--- src/rtl/sd_pkg.sv ---
// Shared SD CMD-line definitions: frame geometry, CRC7 polynomial and the
// command-engine state encoding used by both the host engine and the card model.
package sd_pkg;

  localparam int unsigned CMD_LEN   = 48;
  localparam logic [6:0]  CRC7_POLY = 7'h09;

  // Frame field bit positions (bit 47 is transmitted first)
  localparam int unsigned START_BIT = 47;
  localparam int unsigned TX_BIT    = 46;
  localparam int unsigned IDX_MSB   = 45;
  localparam int unsigned IDX_LSB   = 40;
  localparam int unsigned ARG_MSB   = 39;
  localparam int unsigned ARG_LSB   = 8;
  localparam int unsigned CRC_MSB   = 7;
  localparam int unsigned CRC_LSB   = 1;
  localparam int unsigned END_BIT   = 0;

  typedef enum logic [2:0] {
    ST_IDLE,
    ST_RECV,
    ST_CHECK,
    ST_WAIT_RSP,
    ST_GAP,
    ST_SEND
  } sd_state_e;

  // One serial step of CRC7 (x^7 + x^3 + 1)
  function automatic logic [6:0] crc7_step(input logic [6:0] crc, input logic b);
    logic fb;
    fb = b ^ crc[6];
    return {crc[5:0], 1'b0} ^ (fb ? CRC7_POLY : 7'h00);
  endfunction

endpackage

--- src/rtl/crc7.sv ---
// Serial CRC7 generator. iclr restarts from zero; with ien in the same cycle
// the new bit is folded into the cleared register.
module crc7
  import sd_pkg::*;
(
  input  logic       iclk,
  input  logic       irst,
  input  logic       iclr,
  input  logic       ien,
  input  logic       ibit,
  output logic [6:0] ocrc
);

  logic [6:0] base_c;

  assign base_c = iclr ? 7'h00 : ocrc;

  always_ff @(posedge iclk) begin
    if (irst) begin
      ocrc <= 7'h00;
    end else if (ien) begin
      ocrc <= crc7_step(base_c, ibit);
    end else if (iclr) begin
      ocrc <= 7'h00;
    end
  end

endmodule

--- src/rtl/sd_cmd_responder.sv ---
// Card-side SD CMD line endpoint: decodes host commands, sends short responses.
// Define CMD_CRC_CHECK_EN to validate the received CRC7 as well as the end bit.
module sd_cmd_responder
  import sd_pkg::*;
#(
  parameter int unsigned NCR         = 2,
  parameter int unsigned RSP_TIMEOUT = 64
) (
  input  logic        iclk,
  input  logic        irst,
  input  logic        icmd_sd,
  output logic        ocmd_sd,
  output logic        ocmd_sd_en,
  output logic        ocmd_valid,
  output logic [5:0]  ocmd_idx,
  output logic [31:0] ocmd_arg,
  output logic        ocrc_err,
  input  logic        irsp_valid,
  input  logic        irsp_none,
  input  logic [31:0] irsp_status,
  output logic        obusy
);

  localparam int unsigned CNT_W = 16;
  localparam int unsigned RXW   = IDX_MSB - ARG_LSB + 1;
  localparam int unsigned TXW   = CMD_LEN - ARG_LSB;

  sd_state_e         state_q, state_d;
  logic [CNT_W-1:0]  cnt_q, cnt_d;
  logic [RXW-1:0]    rx_sr_q, rx_sr_d;
  logic [31:0]       status_q, status_d;
  logic              ocmd_sd_d, ocmd_sd_en_d, ocmd_valid_d, ocrc_err_d, obusy_d;
  logic [5:0]        ocmd_idx_d;
  logic [31:0]       ocmd_arg_d;
  logic              rx_ok_c;
  logic [5:0]        nb_c;
  logic [TXW-1:0]    tx_word_c;
  logic              tx_crc_clr_c, tx_crc_en_c, tx_crc_bit_c;
  logic [6:0]        tx_crc;

  assign tx_word_c = {2'b00, ocmd_idx, status_q};

`ifdef CMD_CRC_CHECK_EN
  // Receive CRC over bits 47..8; received CRC field captured separately
  logic [6:0] rx_crc, rx_crc_sr_q, rx_crc_sr_d;
  logic       rx_crc_clr_c, rx_crc_en_c;

  assign rx_crc_clr_c = (state_q == ST_IDLE);
  assign rx_crc_en_c  = rx_crc_clr_c || (state_q == ST_RECV && cnt_q >= CNT_W'(ARG_LSB));
  assign rx_crc_sr_d  = (state_q == ST_RECV && cnt_q >= CNT_W'(CRC_LSB) && cnt_q <= CNT_W'(CRC_MSB))
                        ? {rx_crc_sr_q[5:0], icmd_sd} : rx_crc_sr_q;

  always_ff @(posedge iclk) begin
    if (irst) rx_crc_sr_q <= 7'h00;
    else      rx_crc_sr_q <= rx_crc_sr_d;
  end

  crc7 u_rx_crc (
    .iclk (iclk),
    .irst (irst),
    .iclr (rx_crc_clr_c),
    .ien  (rx_crc_en_c),
    .ibit (icmd_sd),
    .ocrc (rx_crc)
  );

  assign rx_ok_c = icmd_sd && (rx_crc_sr_q == rx_crc);
`else
  assign rx_ok_c = icmd_sd;
`endif

  crc7 u_tx_crc (
    .iclk (iclk),
    .irst (irst),
    .iclr (tx_crc_clr_c),
    .ien  (tx_crc_en_c),
    .ibit (tx_crc_bit_c),
    .ocrc (tx_crc)
  );

  // Next-state and next-output logic
  always_comb begin
    state_d      = state_q;
    cnt_d        = cnt_q;
    rx_sr_d      = rx_sr_q;
    status_d     = status_q;
    ocmd_sd_d    = 1'b1;
    ocmd_sd_en_d = 1'b0;
    ocmd_valid_d = 1'b0;
    ocrc_err_d   = 1'b0;
    ocmd_idx_d   = ocmd_idx;
    ocmd_arg_d   = ocmd_arg;
    tx_crc_clr_c = 1'b0;
    tx_crc_en_c  = 1'b0;
    tx_crc_bit_c = 1'b0;
    nb_c         = 6'(cnt_q) - 6'd1;

    case (state_q)
      ST_IDLE: begin
        if (!icmd_sd) begin
          state_d = ST_RECV;
          cnt_d   = CNT_W'(TX_BIT);
        end
      end

      ST_RECV: begin
        if (cnt_q >= CNT_W'(ARG_LSB) && cnt_q <= CNT_W'(IDX_MSB)) begin
          rx_sr_d = {rx_sr_q[RXW-2:0], icmd_sd};
        end
        cnt_d = cnt_q - CNT_W'(1);
        if (cnt_q == CNT_W'(TX_BIT) && !icmd_sd) begin
          state_d = ST_IDLE;
        end else if (cnt_q == CNT_W'(END_BIT)) begin
          state_d = ST_CHECK;
          if (rx_ok_c) begin
            ocmd_valid_d = 1'b1;
            ocmd_idx_d   = rx_sr_q[IDX_MSB-ARG_LSB:IDX_LSB-ARG_LSB];
            ocmd_arg_d   = rx_sr_q[ARG_MSB-ARG_LSB:0];
          end else begin
            ocrc_err_d = 1'b1;
          end
        end
      end

      // The user decision is already sampled in the CHECK cycle
      ST_CHECK, ST_WAIT_RSP: begin
        if (state_q == ST_CHECK && ocrc_err) begin
          state_d = ST_IDLE;
        end else if (irsp_valid) begin
          if (irsp_none) begin
            state_d = ST_IDLE;
          end else begin
            status_d = irsp_status;
            state_d  = ST_GAP;
            cnt_d    = '0;
          end
        end else if (state_q == ST_CHECK) begin
          state_d = ST_WAIT_RSP;
          cnt_d   = '0;
        end else if (cnt_q == CNT_W'(RSP_TIMEOUT - 1)) begin
          state_d = ST_IDLE;
        end else begin
          cnt_d = cnt_q + CNT_W'(1);
        end
      end

      ST_GAP: begin
        if (cnt_q == CNT_W'(NCR - 1)) begin
          state_d      = ST_SEND;
          cnt_d        = CNT_W'(START_BIT);
          ocmd_sd_en_d = 1'b1;
          ocmd_sd_d    = tx_word_c[TXW-1];
          tx_crc_clr_c = 1'b1;
          tx_crc_en_c  = 1'b1;
          tx_crc_bit_c = tx_word_c[TXW-1];
        end else begin
          cnt_d = cnt_q + CNT_W'(1);
        end
      end

      // cnt_q is the frame bit currently on the line
      ST_SEND: begin
        if (cnt_q == CNT_W'(END_BIT)) begin
          state_d = ST_IDLE;
        end else begin
          cnt_d        = cnt_q - CNT_W'(1);
          ocmd_sd_en_d = 1'b1;
          if (nb_c >= 6'(ARG_LSB)) begin
            ocmd_sd_d    = tx_word_c[nb_c - 6'(ARG_LSB)];
            tx_crc_en_c  = 1'b1;
            tx_crc_bit_c = ocmd_sd_d;
          end else if (nb_c <= 6'(CRC_MSB) && nb_c >= 6'(CRC_LSB)) begin
            ocmd_sd_d = tx_crc[3'(nb_c - 6'(CRC_LSB))];
          end else if (nb_c == 6'(END_BIT)) begin
            ocmd_sd_d = 1'b1;
          end
        end
      end

      default: state_d = ST_IDLE;
    endcase

    obusy_d = (state_d != ST_IDLE);
  end

  // State and registered outputs
  always_ff @(posedge iclk) begin
    if (irst) begin
      state_q    <= ST_IDLE;
      cnt_q      <= '0;
      rx_sr_q    <= '0;
      status_q   <= '0;
      ocmd_sd    <= 1'b1;
      ocmd_sd_en <= 1'b0;
      ocmd_valid <= 1'b0;
      ocrc_err   <= 1'b0;
      ocmd_idx   <= '0;
      ocmd_arg   <= '0;
      obusy      <= 1'b0;
    end else begin
      state_q    <= state_d;
      cnt_q      <= cnt_d;
      rx_sr_q    <= rx_sr_d;
      status_q   <= status_d;
      ocmd_sd    <= ocmd_sd_d;
      ocmd_sd_en <= ocmd_sd_en_d;
      ocmd_valid <= ocmd_valid_d;
      ocrc_err   <= ocrc_err_d;
      ocmd_idx   <= ocmd_idx_d;
      ocmd_arg   <= ocmd_arg_d;
      obusy      <= obusy_d;
    end
  end

endmodule

--- config.mk ---
export PLATFORM = sky130hd
export DESIGN_NAME = sd_cmd_responder
export DESIGN_NICKNAME = d
export VERILOG_FILES = /design/src/rtl/sd_pkg.sv /design/src/rtl/crc7.sv /design/src/rtl/sd_cmd_responder.sv
export SDC_FILE = /design/constraint.sdc
export NUM_CORES = 1
export LEC_CHECK = 0
export CAP_MARGIN = 20
export CELL_PAD_IN_SITES_DETAIL_PLACEMENT = 1
export CELL_PAD_IN_SITES_GLOBAL_PLACEMENT = 1
export CORE_UTILIZATION = 41
export DETAILED_ROUTE_END_ITERATION = 6
export PLACE_DENSITY = 0.79
export SYNTH_ARGS = -nofsm -noshare
export SYNTH_HDL_FRONTEND = slang
export SYNTH_SLANG_ARGS = --single-unit
--- constraint.sdc ---
create_clock -name iclk -period 3.2 [get_ports iclk]
set_input_delay 0.96 -clock iclk [delete_from_list [all_inputs] [get_ports iclk]]
set_output_delay 0.96 -clock iclk [all_outputs]
set_load 0.01 [all_outputs]
# == Word-level counts from Yosys, hierarchy flattened ==
# Cells that the tools add are included.
# word_totals
ram_bits,0
mem_bits_ro,0
n_memories,0
output_inout_bits,43
ff_bits,139
latch_bits,0
elab_cells,103
# op_classes
shifts,0
eq_ne,13
n_lt_le_gt_ge,7
multipliers,0
muxes,44
n_bitwise,7
reduce_logical,15
n_div,0
addsub,5
# ops
cell,count
2-to-1 mux 16 bit,8
one-hot mux 16 bit (5 select lines),1
"== test 16 x 6 -> 1 bit, second input constant",2
2-to-1 mux 3 bit,10
"adder 16 x 1 -> 16 bit, second input constant",1
"== test 16 x 1 -> 1 bit, second input constant",1
">= comparator 16 x 4 -> 1 bit, second input constant",1
"<= comparator 16 x 6 -> 1 bit, second input constant",1
logical NOT 16 bit,1
2-to-1 mux 1 bit,16
"subtractor 16 x 1 -> 16 bit, second input constant",1
one-hot mux 3 bit (5 select lines),1
2-to-1 mux 7 bit,2
AND reduction 4 bit,2
"less-than comparator 6 x 7 -> 1 bit, second input constant",1
XOR 7 bit,1
binary-select mux 1 bit (select 6 bit),1
"== test 3 x 2 -> 1 bit, second input constant",2
"== test 3 bit, second input constant",2
">= comparator 6 x 1 -> 1 bit, second input constant",1
">= comparator 6 x 4 -> 1 bit, second input constant",1
"<= comparator 6 x 3 -> 1 bit, second input constant",1
"inequality test 2 bit, second input constant",3
one-hot mux 1 bit (2 select lines),3
other kinds (20),27

# == Depth between registers and ports, before layout ==
# Gate-level depths: netlist of the first run.
# logic_depth
ltp_word,11
depth_mapped,14

# == Modules after synthesis ==
# A second synthesis of the first run with hierarchy kept.
# hier_totals
hier_cells,737
area_unflattened_um2,6563.8
# by_module_without_submodules
module,area_each_um2,instances,cells_per_inst,seq_area_each_um2
sd_cmd_responder,6237.2,1,703,2642.5
crc7,326.6,1,34,140.1

# == Least setup slack after synthesis of the first run ==
# Ideal clock, no wire load.
# synth_timing
path_kind,register to register
startpoint,register cnt_q[0]
endpoint,register u_tx_crc.ocrc[0]
path_buffers,2
arrival_ns,2.608
stages_incl_launch_ff,11
t_required_ns,3.085
setup_ns,0.115
path_slack_ns,0.478
path_cell_list,dfxtp_1 > inv_1 > ha_1 > buf_2 > buf_4 > mux4_2 > nor2_1 > o22ai_1 > or4_1 > o211a_1 > o21a_1
# synth_via
elab_chain_cells,11
word_cells_on_any_way,20
cone_classes,add/sub (2); order compare (1); eq/ne (1); mux (13); bitwise (2); reduce/logical (1)
# synth_lines
item,line,source
start: declaration,sd_cmd_responder.sv:29,"logic [CNT_W-1:0] cnt_q, cnt_d;"
start signal: assignment,sd_cmd_responder.sv:202,cnt_q <= cnt_d;
subtractor 6 x 1 -> 6 bit,sd_cmd_responder.sv:96,nb_c = 6'(cnt_q) - 6'd1;
subtractor 6 x 4 -> 6 bit,sd_cmd_responder.sv:169,ocmd_sd_d = tx_word_c[nb_c - 6'(ARG_LSB)];
binary-select mux 1 bit (select 6 bit),sd_cmd_responder.sv:169,
2-to-1 mux 1 bit (implied by the code),sd_cmd_responder.sv:169,
2-to-1 mux 1 bit,sd_cmd_responder.sv:168,if (nb_c >= 6'(ARG_LSB)) begin
2-to-1 mux 1 bit,sd_cmd_responder.sv:163,if (cnt_q == CNT_W'(END_BIT)) begin
2-to-1 mux 1 bit,--,
XOR 1 bit,sd_pkg.sv:31,fb = b ^ crc[6];
2-to-1 mux 4 bit,sd_pkg.sv:32,"return {crc[5:0], 1'b0} ^ (fb ? CRC7_POLY : 7'h00);"
XOR 7 bit,sd_pkg.sv:32,
2-to-1 mux 7 bit (*),crc7.sv:21,end else if (ien) begin
end signal: assignment,crc7.sv:22,"ocrc <= crc7_step(base_c, ibit);"
end: declaration,crc7.sv:11,output logic [6:0] ocrc
# Mark *: on every way between the ends. The rest lies on a longest branch, timed or not. The select of a mux whose other input is x is not followed.
# A chain may end at the register's enable or synchronous reset.

# == Worst setup path in the final report of the first run ==
# layout_timing
startpoint,register cnt_q[1]
endpoint,register u_tx_crc.ocrc[3]
# The elaborated chain is that of the path after synthesis.

==> impl_metrics.ini, run 1 <==
[setup_path]
worstSetupPathType = reg -> reg
path_max_fanout = 7
slowest_stage = xnor2_1
critPathRequiredTime_ns = 3.48
slowest_delay_ns = 0.50
cp_cell_sequence = inv_1 -> ha_1 -> xnor2_1 -> buf_4 -> mux4_2 -> o211ai_1 -> o22ai_1 -> nor3_1 -> mux2i_1 -> o22ai_1
cp-end-kind = flop
path_delay_family = multiplexers
start_kind = flop
crit_top_cell = o22ai_1
crit_buf_inv = 2
cp.arrival_ns = 3.32

[timing]
setup_viol = 0
fmax_mhz = 328.6
relSlewSlack_pct = 51.51
hold_violations = 0
worst_slew_pin_slew_ns = 0.7273
fin_ws_ns = 0.1568
finClkSkew_ns = 0.008957
finalCritPeriodShare_pct = 95.10
slew_violations = 0
rsz0062_at_grt = no
setup_tns_ns = 0
fin_crit_ns = 3.043

[layout]
drive_above_1_share_pct = 8.923
area.sequential_sq_mm = 0.002783
postLayoutCellArea_sq_mm = 0.008049
fill_cells = 1892
area.growth.synth_to_final_pct = 24.33
fin_nets = 953
multi_input_area_sq_mm = 0.003352
fin_cells = 1130
diodes = 0

[hold_path]
hp-class = reg -> reg

[power_and_ir_drop]
p_per_area_mw_per_mm2 = 581.6
p_leak_uw = 0.002742
vdd_drop_max_mv = 0.3772
p_total_uw = 4681

[placed_design]
place_ws_ns = 0.1994
dpl.cell_count = 1098
post_dp_cell_area_sq_mm = 0.007485
hpwl_um = 13160
portBuffers = 79
place_congestion = 0.8645

[synth]
synth_seq_area_share_pct = 42.98
yosys.cell_types.count = 59
synth_area_leader_cell = dfxtp_1
synth_edf_count = 0
async_flop_share_pct = 0
yosysTopAreaCellShare_pct = 42.98
synth_xor_area_share_pct = 0.8118
synth-compound-area-share_pct = 18.75
yosysWarnings = 0
synthTopCellsByCount = nand2_1 (245), a21oi_1 (140), dfxtp_1 (139)
synth_area_sq_mm = 0.006474
synth_cells = 840
yosys.area_share.simple_pct = 25.51
synthTopCellsByArea = dfxtp_1 (43%), nand2_1 (14%), a21oi_1 (11%)
ys_ff_latch = 139
muxShareOfSynthArea_pct = 4.619
synth-main-ff-cell = dfxtp_1
synth.most_common_cell = nand2_1
synth_top_family_by_area = simple AND/OR/NAND/NOR gates
avgSynthCellArea_sq_um = 7.707
synth_nets = 887
synthAdderAreaFrac_pct = 1.933

[clocking]
cts_tree = yes
clk-insertion-delay-late_ns = 0.43
cts-root-buf = clkbuf_16
cts_setup_buffers = 0
clkTransAtPathRegs_ns = 0.06
cts_htree_levels = 4
clock-sinks = 139
clock_path_buffers = 2
numCtsBuffers = 17

[status]
run_status = completed

[flow_run]
cap_viol_max_count = 0

[drt]
ant_nets = 0
routed_wl_um = 19190
num_vias = 6187
first_iter_violations = 455
wl_per_cell_um = 16.98
viasPerCell = 5.475
drtPass1Iterations = 4
drc_errors = 0

[die]
fp.dieW_um = 127.7
num_io_pins = 80
fp-row-count = 45
die_h_um = 127.7
die_area_sq_mm = 0.01630
initial_core_util_pct = 42.27
design.core.area_sq_mm = 0.01531

[global_route]
grt_max_degree = 76
grt_pass1_vias = 6565
grt_pass1_wl_um = 31950
grt_overflow = 0
grt_use_total_pct = 24.75
antenna_found_initial = 0
==> cells by family (layout without fill, tap and decap cells) <==
family,after synthesis,after routing
compound gates,212,212
xor+xnor,6,6
fa+ha+maj,10,10
buf+inv,76,155
flops,139,139
mux,17,17
simple gates,380,380
==> registers in the layout, summed over array words and instances, names as in the netlist, 3 cells and up <==
signal	flops
cnt_q	16
rx_sr_q	38
ocmd_idx	6
state_q	3
status_q	32
ocmd_arg	32
u_tx_crc.ocrc	7
==> tightest hold or removal path: stages (launching register included) <==
cell	delay, ns
dfxtp_1	0.31
nand2_1	0.05
a21oi_1	0.05
==> per-layer routing <==
| layer | vias up | track usage, % | wire (um) |
|---|---|---|---|
| met5 | - | 0 | 0 |
| met4 | 0 | 10.45 | 478 |
| met3 | 33 | 5.008 | 699 |
| met2 | 121 | 43.88 | 9645 |
| met1 | 3016 | 29.09 | 8367 |
| li1 | 3017 | - | - |
==> area by class of cell <==
type | instances | area share (%)
well taps | 211 | 3.280
clock buffers | 19 | 5.627
multi-input cells | 625 | 41.64
inverters | 14 | 0.6529
repair buffers | 109 | 12.90
flip-flops and latches | 139 | 34.57
clock inverters | 13 | 1.321
==> path summary, 6_finish.rpt <==
check | end | slack, ns | startpoint | cells past startpoint
hold reg to reg | ocmd_arg[8] | 0.45 | ocmd_arg[8] | 2
hold / removal | ocmd_arg[8] | 0.45 | ocmd_arg[8] | 2
setup / recovery | u_tx_crc.ocrc[3] | 0.16 | cnt_q[1] | 10
setup reg to reg | u_tx_crc.ocrc[3] | 0.16 | cnt_q[1] | 10
==> power breakdown <==
group | leakage, uW | switching [uW] | internal, uW | total (uW)
logic | 0.00135 | 598 | 384 | 982
clock network | 0.000267 | 823 | 1050 | 1870
registers | 0.00112 | 62.8 | 1760 | 1830
total | 0.00274 | 1480 | 3200 | 4680
==> metrics by stage <==
| step | util (%) | hold slack (ns) |
|---|---|---|
| CTS | 52.52 | 0.4540 |
| floorplan | - | 0.4315 |
| global route | 52.56 | 0.4671 |
| detailed placement | 48.87 | 0.4458 |
| global placement | 48.87 | 0.4394 |
| finish | 52.56 | 0.4536 |
==> what timing repair did <==
action                     in CTS  in global routing
gates resized for setup         0                  1
hold buffers                    0                  0
setup endpoints to repair       0                  1
==> layout by cell type (no fill, tap or decap), types with 4 or more instances in the layout <==
cell type and n:
a21oi_1 140, a22oi_1 4, a31oi_1 4, and2_1 6, and3_1 9, buf_4 29, clkbuf_16 17, clkdlybuf4s50_1 78
clkinvlp_4 4, dfxtp_1 139, ha_1 10, inv_1 14, inv_6 4, mux2i_1 7, mux4_2 9, nand2_1 245
nand3_1 19, nor2_1 43, nor3_1 21, nor4_1 4, o21ai_0 23, o22ai_1 5, o31ai_1 6, or3_1 10
xnor2_1 6
(Power assumes the default switching activity.)
==> inputs of run 2 (changes only) <==
--- a/config.mk
+++ b/config.mk
@@ -5,12 +5,13 @@
 export SDC_FILE = /design/constraint.sdc
 export NUM_CORES = 1
 export LEC_CHECK = 0
+export ABC_AREA = 1
 export CAP_MARGIN = 20
 export CELL_PAD_IN_SITES_DETAIL_PLACEMENT = 1
 export CELL_PAD_IN_SITES_GLOBAL_PLACEMENT = 1
-export CORE_UTILIZATION = 41
+export CORE_UTILIZATION = 40
 export DETAILED_ROUTE_END_ITERATION = 6
-export PLACE_DENSITY = 0.79
+export PLACE_DENSITY = 0.78
 export SYNTH_ARGS = -nofsm -noshare
 export SYNTH_HDL_FRONTEND = slang
 export SYNTH_SLANG_ARGS = --single-unit
==> constraint.sdc (replaced) <==
create_clock -name iclk -period 2.9 [get_ports iclk]
set_input_delay 0.87 -clock iclk [delete_from_list [all_inputs] [get_ports iclk]]
set_output_delay 0.87 -clock iclk [all_outputs]
set_load 0.01 [all_outputs]
==> run 2 against run 1 <==
Clock-buffer cell count unchanged. Cell count increased by 4.8%. Flip-flop and latch count unchanged. Cell area increased by 0.22%. Core utilization decreased by 1.6 points. Maximum frequency increased by 23%. Sequential power increased by 19%. Critical path depth increased by 6. Die area increased by 2.4%. Non-clock buffer count decreased by 12. Global-route usage decreased by 1.7 points. Hold slack improved by 0.017 ns. Critical path type unchanged.
==> impl_metrics.ini, run 2 <==
[setup_path]
start_kind = flop
slowest_stage = dfxtp_1
critPathRequiredTime_ns = 3.22
r2r-end = u_tx_crc.ocrc[3]
cp-end-kind = flop
worstSetupPathType = reg -> reg
r2r_start = cnt_q[1]
cp_cell_sequence = inv_1 -> buf_4 -> ha_1 -> nand2_2 -> nand2_4 -> xor2_1 -> ha_1 -> nand4_1 -> nand4_2 -> nand2_4 -> inv_4 -> nand4_1 -> nand3_1 -> nand3_1 -> nand2_1 -> inv_1
cp.arrival_ns = 2.80
rrSetupSlack_ns = 0.43
path_max_fanout = 8
slowest_delay_ns = 0.39
ff2ff_path_depth = 16

[die]
die_h_um = 129.2
fp-row-count = 46
design.core.area_sq_mm = 0.01583
initial_core_util_pct = 40.89
fp.dieW_um = 129.2
die_area_sq_mm = 0.01669
num_io_pins = 80

[timing]
relSlewSlack_pct = 58.44
rsz0062_at_grt = no
setup_viol = 0
finalCritPeriodShare_pct = 85.31
worst_slew_pin_slew_ns = 0.6169
whs_ns = 0.4710
hold_violations = 0
slew_violations = 0
fmax_mhz = 404.2
fin_crit_ns = 2.474
finClkSkew_ns = 0.01076
setup_tns_ns = 0

[synth]
synth_area_leader_cell = dfxtp_1
async_flop_share_pct = 0
synth_area_sq_mm = 0.006472
synthTopCellsByCount = dfxtp_1 (139), o21ai_0 (135), nand2_1 (116)
ys_ff_latch = 139
synthTopCellsByArea = dfxtp_1 (43%), o21ai_0 (10%), a21oi_1 (8.6%)
synth-main-ff-cell = dfxtp_1
synth_seq_area_share_pct = 42.99
synth_cells = 891
synth.most_common_cell = dfxtp_1
yosysTopAreaCellShare_pct = 42.99
synth_edf_count = 0
yosys.cell_types.count = 41
yosysWarnings = 0
avgSynthCellArea_sq_um = 7.264
synth_nets = 938

[global_route]
grt_use_total_pct = 23.03
grt_max_degree = 120
grt_overflow = 0
antenna_found_initial = 0
grt_pass1_wl_um = 30460
grt_pass1_vias = 6234

[layout]
area.growth.synth_to_final_pct = 24.63
largest_reg_flops = 38
drive_above_1_share_pct = 9.504
final_common_cell = dfxtp_1
fin_cells = 1184
fill_cells = 1982
postLayoutCellArea_sq_mm = 0.008066
reg_top3 = rx_sr_q: 38 flops, ocmd_arg: 32 flops, status_q: 32 flops
fin_nets = 1002
regMostFlops = rx_sr_q
diodes = 0
layout_common_cells = dfxtp_1 (139), o21ai_0 (135), nand2_1 (116)

[power_and_ir_drop]
p_total_uw = 5731
p_leak_uw = 0.003183
p_sw_uw = 1809
p_int_uw = 3922
p_per_area_mw_per_mm2 = 710.5
seqPwrFrac_pct = 37.8
combPwrFrac_pct = 22.8
switching_share_pct = 31.56
vdd_drop_max_mv = 0.4451
clock_power_share_pct = 39.4

[drt]
viasPerCell = 5.226
drc_errors = 0
num_vias = 6187
ant_nets = 0
drtPass1Iterations = 5
routed_wl_um = 18550
wl_per_cell_um = 15.67
first_iter_violations = 273

[clocking]
numCtsBuffers = 17
cts_htree_levels = 4
clkTransAtPathRegs_ns = 0.06
cts_hold_repair.buffers = 0
cts_tree = yes
clock-sinks = 139
clock_path_buffers = 2
clk-insertion-delay-late_ns = 0.42
cts-root-buf = clkbuf_16
cts_setup_buffers = 0
cts_resized = 0

[placed_design]
hpwl_um = 11730
dpl.cell_count = 1151
place_congestion = 0.8482
portBuffers = 79
post_dp_cell_area_sq_mm = 0.007440

[hold_path]
holdCritStartpoint = rx_sr_q[25]
min_path_cells = 2
whs_endpoint = ocmd_arg[25]
hp-class = reg -> reg

[flow_run]
cap_viol_max_count = 0

[status]
run_status = completed
==> run 2: per-stage QoR <==
step,util [%],setup WS (ns)
floorplan,-,0.4964
global placement,47.00,0.3049
detailed placement,47.00,0.2607
CTS,50.84,0.3773
global route,50.96,0.1962
finish,50.96,0.4260
==> run 2: worst max-delay path, delay by kind of cell, from the launching register on <==
kind	cells	cell delay, ns
fa+ha+maj	2	0.41
flops	1	0.39
xor+xnor	1	0.28
buf+inv	4	0.37
simple gates	9	0.92
==> run 2: cell type report <==
type,instances,area (sq um),area share [%]
Clock buffer,19,442.9,5.491
Multi-Input combinational cell,607,3079,38.17
Sequential cell,139,2783,34.50
Clock inverter,13,163.9,2.032
Timing Repair Buffer,97,975.9,12.10
Inverter,93,351.6,4.359
Tap cell,216,270.3,3.350
==> run 2: worst max-delay path by stage <==
stage,start,end,slack (ns),cells after the start
final,cnt_q[1],u_tx_crc.ocrc[3],0.43,16
after global routing,cnt_q[1],u_tx_crc.ocrc[3],0.20,16
after CTS,cnt_q[13],rx_sr_q[22],0.38,9
after detailed placement,irsp_valid,cnt_q[6],0.26,8
after global placement,irsp_valid,obusy,0.30,8
after floorplan,cnt_q[0],u_tx_crc.ocrc[3],0.50,18
==> run 2: cells by family after synthesis <==
family,after synthesis,share of synthesized area (%)
XOR/XNOR,11,1.488
buffers and inverters,145,9.627
AO/OA/AOI/OAI,276,21.94
AND/OR/NAND/NOR,310,22.02
adder cells (fa/ha/maj),10,1.933
flip-flops,139,42.99
==> run 2: power groups by stage <==
stage / sequential [uW] / clock, uW / combinational (uW)
global placement: 2200 / 0 / 1240
global route: 2190 / 2370 / 1460
floorplan: 2190 / 0 / 870
detailed placement: 2200 / 0 / 1270
CTS: 2170 / 2290 / 1300
finish: 2170 / 2260 / 1310
==> run 2: layer usage <==
layer / up-vias / share of wire, % / global-route usage (%)
met1: 2966 / 46 / 28.63
met4: 0 / 1.7 / 7.612
met5: - / 0 / 0
met3: 29 / 4.2 / 4.913
li1: 3092 / - / -
met2: 100 / 49 / 39.53
==> patch (flow settings as in run 2) <==
`RSP_TIMEOUT`: 64 -> 48.
--- a/src/rtl/sd_cmd_responder.sv
+++ b/src/rtl/sd_cmd_responder.sv
@@ -5,5 +5,5 @@
 #(
   parameter int unsigned NCR         = 2,
-  parameter int unsigned RSP_TIMEOUT = 64
+  parameter int unsigned RSP_TIMEOUT = 48
 ) (
   input  logic        iclk,
Formal check against the unedited RTL: same outputs for any inputs over 10 cycles, from zero or initial values and one cycle with irst high; that may be too few to reach the edited logic, so the function may still have changed.
==> patch against run 2 <==
Worst setup slack got worse by 0.068 ns; synthesized area up 0.44%; critical path depth is 1 higher; routed wire length increased by 1.9%; cell area grew 1.0%; clock skew grew 0.00091 ns; power shrank 1.8%; sequential cell count is the same; via count about the same; largest cell class unchanged; largest power group unchanged.
==> patch: results (changes against run 2) <==
Status
  • Status: complete, no violations (unchanged)

Place
  • Placed instance area: 0.007486 mm² (was 0.007440 mm²)
  • Detailed Place HPWL: 12,850 µm (was 11,730 µm)
  • Routability congestion estimate: 0.8368 (was 0.8482)

Synth
  • Post-synthesis sequential area ratio: 0.4280 (was 0.4299)
  • Yosys cell types: 46 (was 41)
  • Compound-gate portion of the synthesized area: 0.1680 (was 0.2194)
  • Largest cells by area after synthesis: dfxtp_1 (43%), nor2_1 (13%), o21ai_0 (9.9%), nand2_1 (5.9%), nand3_1 (4.2%) (was dfxtp_1 (43%), o21ai_0 (10%), a21oi_1 (8.6%), nand2_1 (6.7%), nor2_1 (5.3%))
  • Synth Area in Adders: 0.01732 (was 0.01933)
  • Top cells by count, synth: nor2_1 (227), dfxtp_1 (139), o21ai_0 (129) (was dfxtp_1 (139), o21ai_0 (135), nand2_1 (116))
  • Post-Synth XOR/XNOR Area: 0.02021 (was 0.01488)
  • Post-Synthesis Net Count: 960 (was 938)

Final layout
  • Share of layout cells above drive strength 1: 0.09274 (was 0.09504)
  • Nets@finish: 1,026 (was 1,002)
  • ANT cells: 0 (unchanged)

Power and ir drop
  • Static Leak: 3.335 nW (was 3.183 nW)
  • Internal power: 4.000 mW (was 3.922 mW)
  • P_clk: 2.46 mW (was 2.26 mW)
  • IR Drop Worst-Case VDD: 452.5 µV (was 445.1 µV)

Global route
  • Largest net degree at the start of global routing: 48 (was 120)
  • Overall Global Routing Usage: 0.2387 (was 0.2303)
  • Global Route met1 Usage: 0.2970 (was 0.2863)
  • Met3 GRT Util: 0.04418 (was 0.04913)
  • Vias in the first global route: 6,343 (was 6,234)
  • First-pass GRT wire length: 31,460 µm (was 30,460 µm)

Route
  • DR vias/cell: 5.120 (was 5.226)
  • Pre-antenna DRT Iters: 4 (was 5)
  • Met3 WL: 603 µm (was 772 µm)
  • Starting DRT DRC Count: 307 (was 273)
  • WL per Instance: 15.65 µm (was 15.67 µm)
  • Met2 wire length: 9197 µm (was 9015 µm)
  • WL met1: 8801 µm (was 8454 µm)

Worst setup path
  • FF-to-FF setup slack: 0.36 ns (was 0.43 ns)
  • Worst r2r src: cnt_q[0]$_SDFFE_PP0P_ (was cnt_q[1]$_SDFFE_PP0P_)
  • Crit path launch: cnt_q[0]$_SDFFE_PP0P_ (was cnt_q[1]$_SDFFE_PP0P_)
  • WP data arrival: 2.87 ns (was 2.80 ns)

Hold path
  • Start point of the worst hold path: rx_sr_q[2]$_SDFFE_PP0P_ (was rx_sr_q[25]$_SDFFE_PP0P_)
  • Hold Path End: ocmd_arg[2]$_SDFFE_PP0P_ (was ocmd_arg[25]$_SDFFE_PP0P_)

Timing
  • Worst Clk Skew: 0.01166 ns (was 0.01076 ns)
  • Max_slew headroom: 0.5793 (was 0.5844)
## patch: cell types whose count changed after synthesis, sizes merged, moves of 5 or more
cell and delta:
nand2 -13, nor2 +136, nand3 +8, o21ai -13
inv -32, a31oi +5, a21oi -69
## patch: through the flow
step / std cells / util / hold slack [ns] / total power, mW / setup WS [ns]
5_1_grt: 1208 / 0.5130 / 0.5027 / 5.872 / 0.1010
6_report: 1208 / 0.5130 / 0.4814 / 5.627 / 0.3583
2_1_floorplan: 914 / - / 0.4410 / 2.843 / 0.6335
3_3_place_gp: 1177 / 0.4713 / 0.4573 / 3.162 / 0.1673
4_1_cts: 1208 / 0.5130 / 0.4847 / 5.664 / 0.3503
3_5_place_dp: 1177 / 0.4713 / 0.4756 / 3.193 / 0.04957
## patch: layout make-up
cell class                 instances  area share
multi-input combinational        662      0.3971
clock buffer                      19     0.05558
tap                              216     0.03316
timing repair buffer              99      0.1185
sequential                       139      0.3415
inverter                          61     0.02840
clock inverter                    12     0.02579
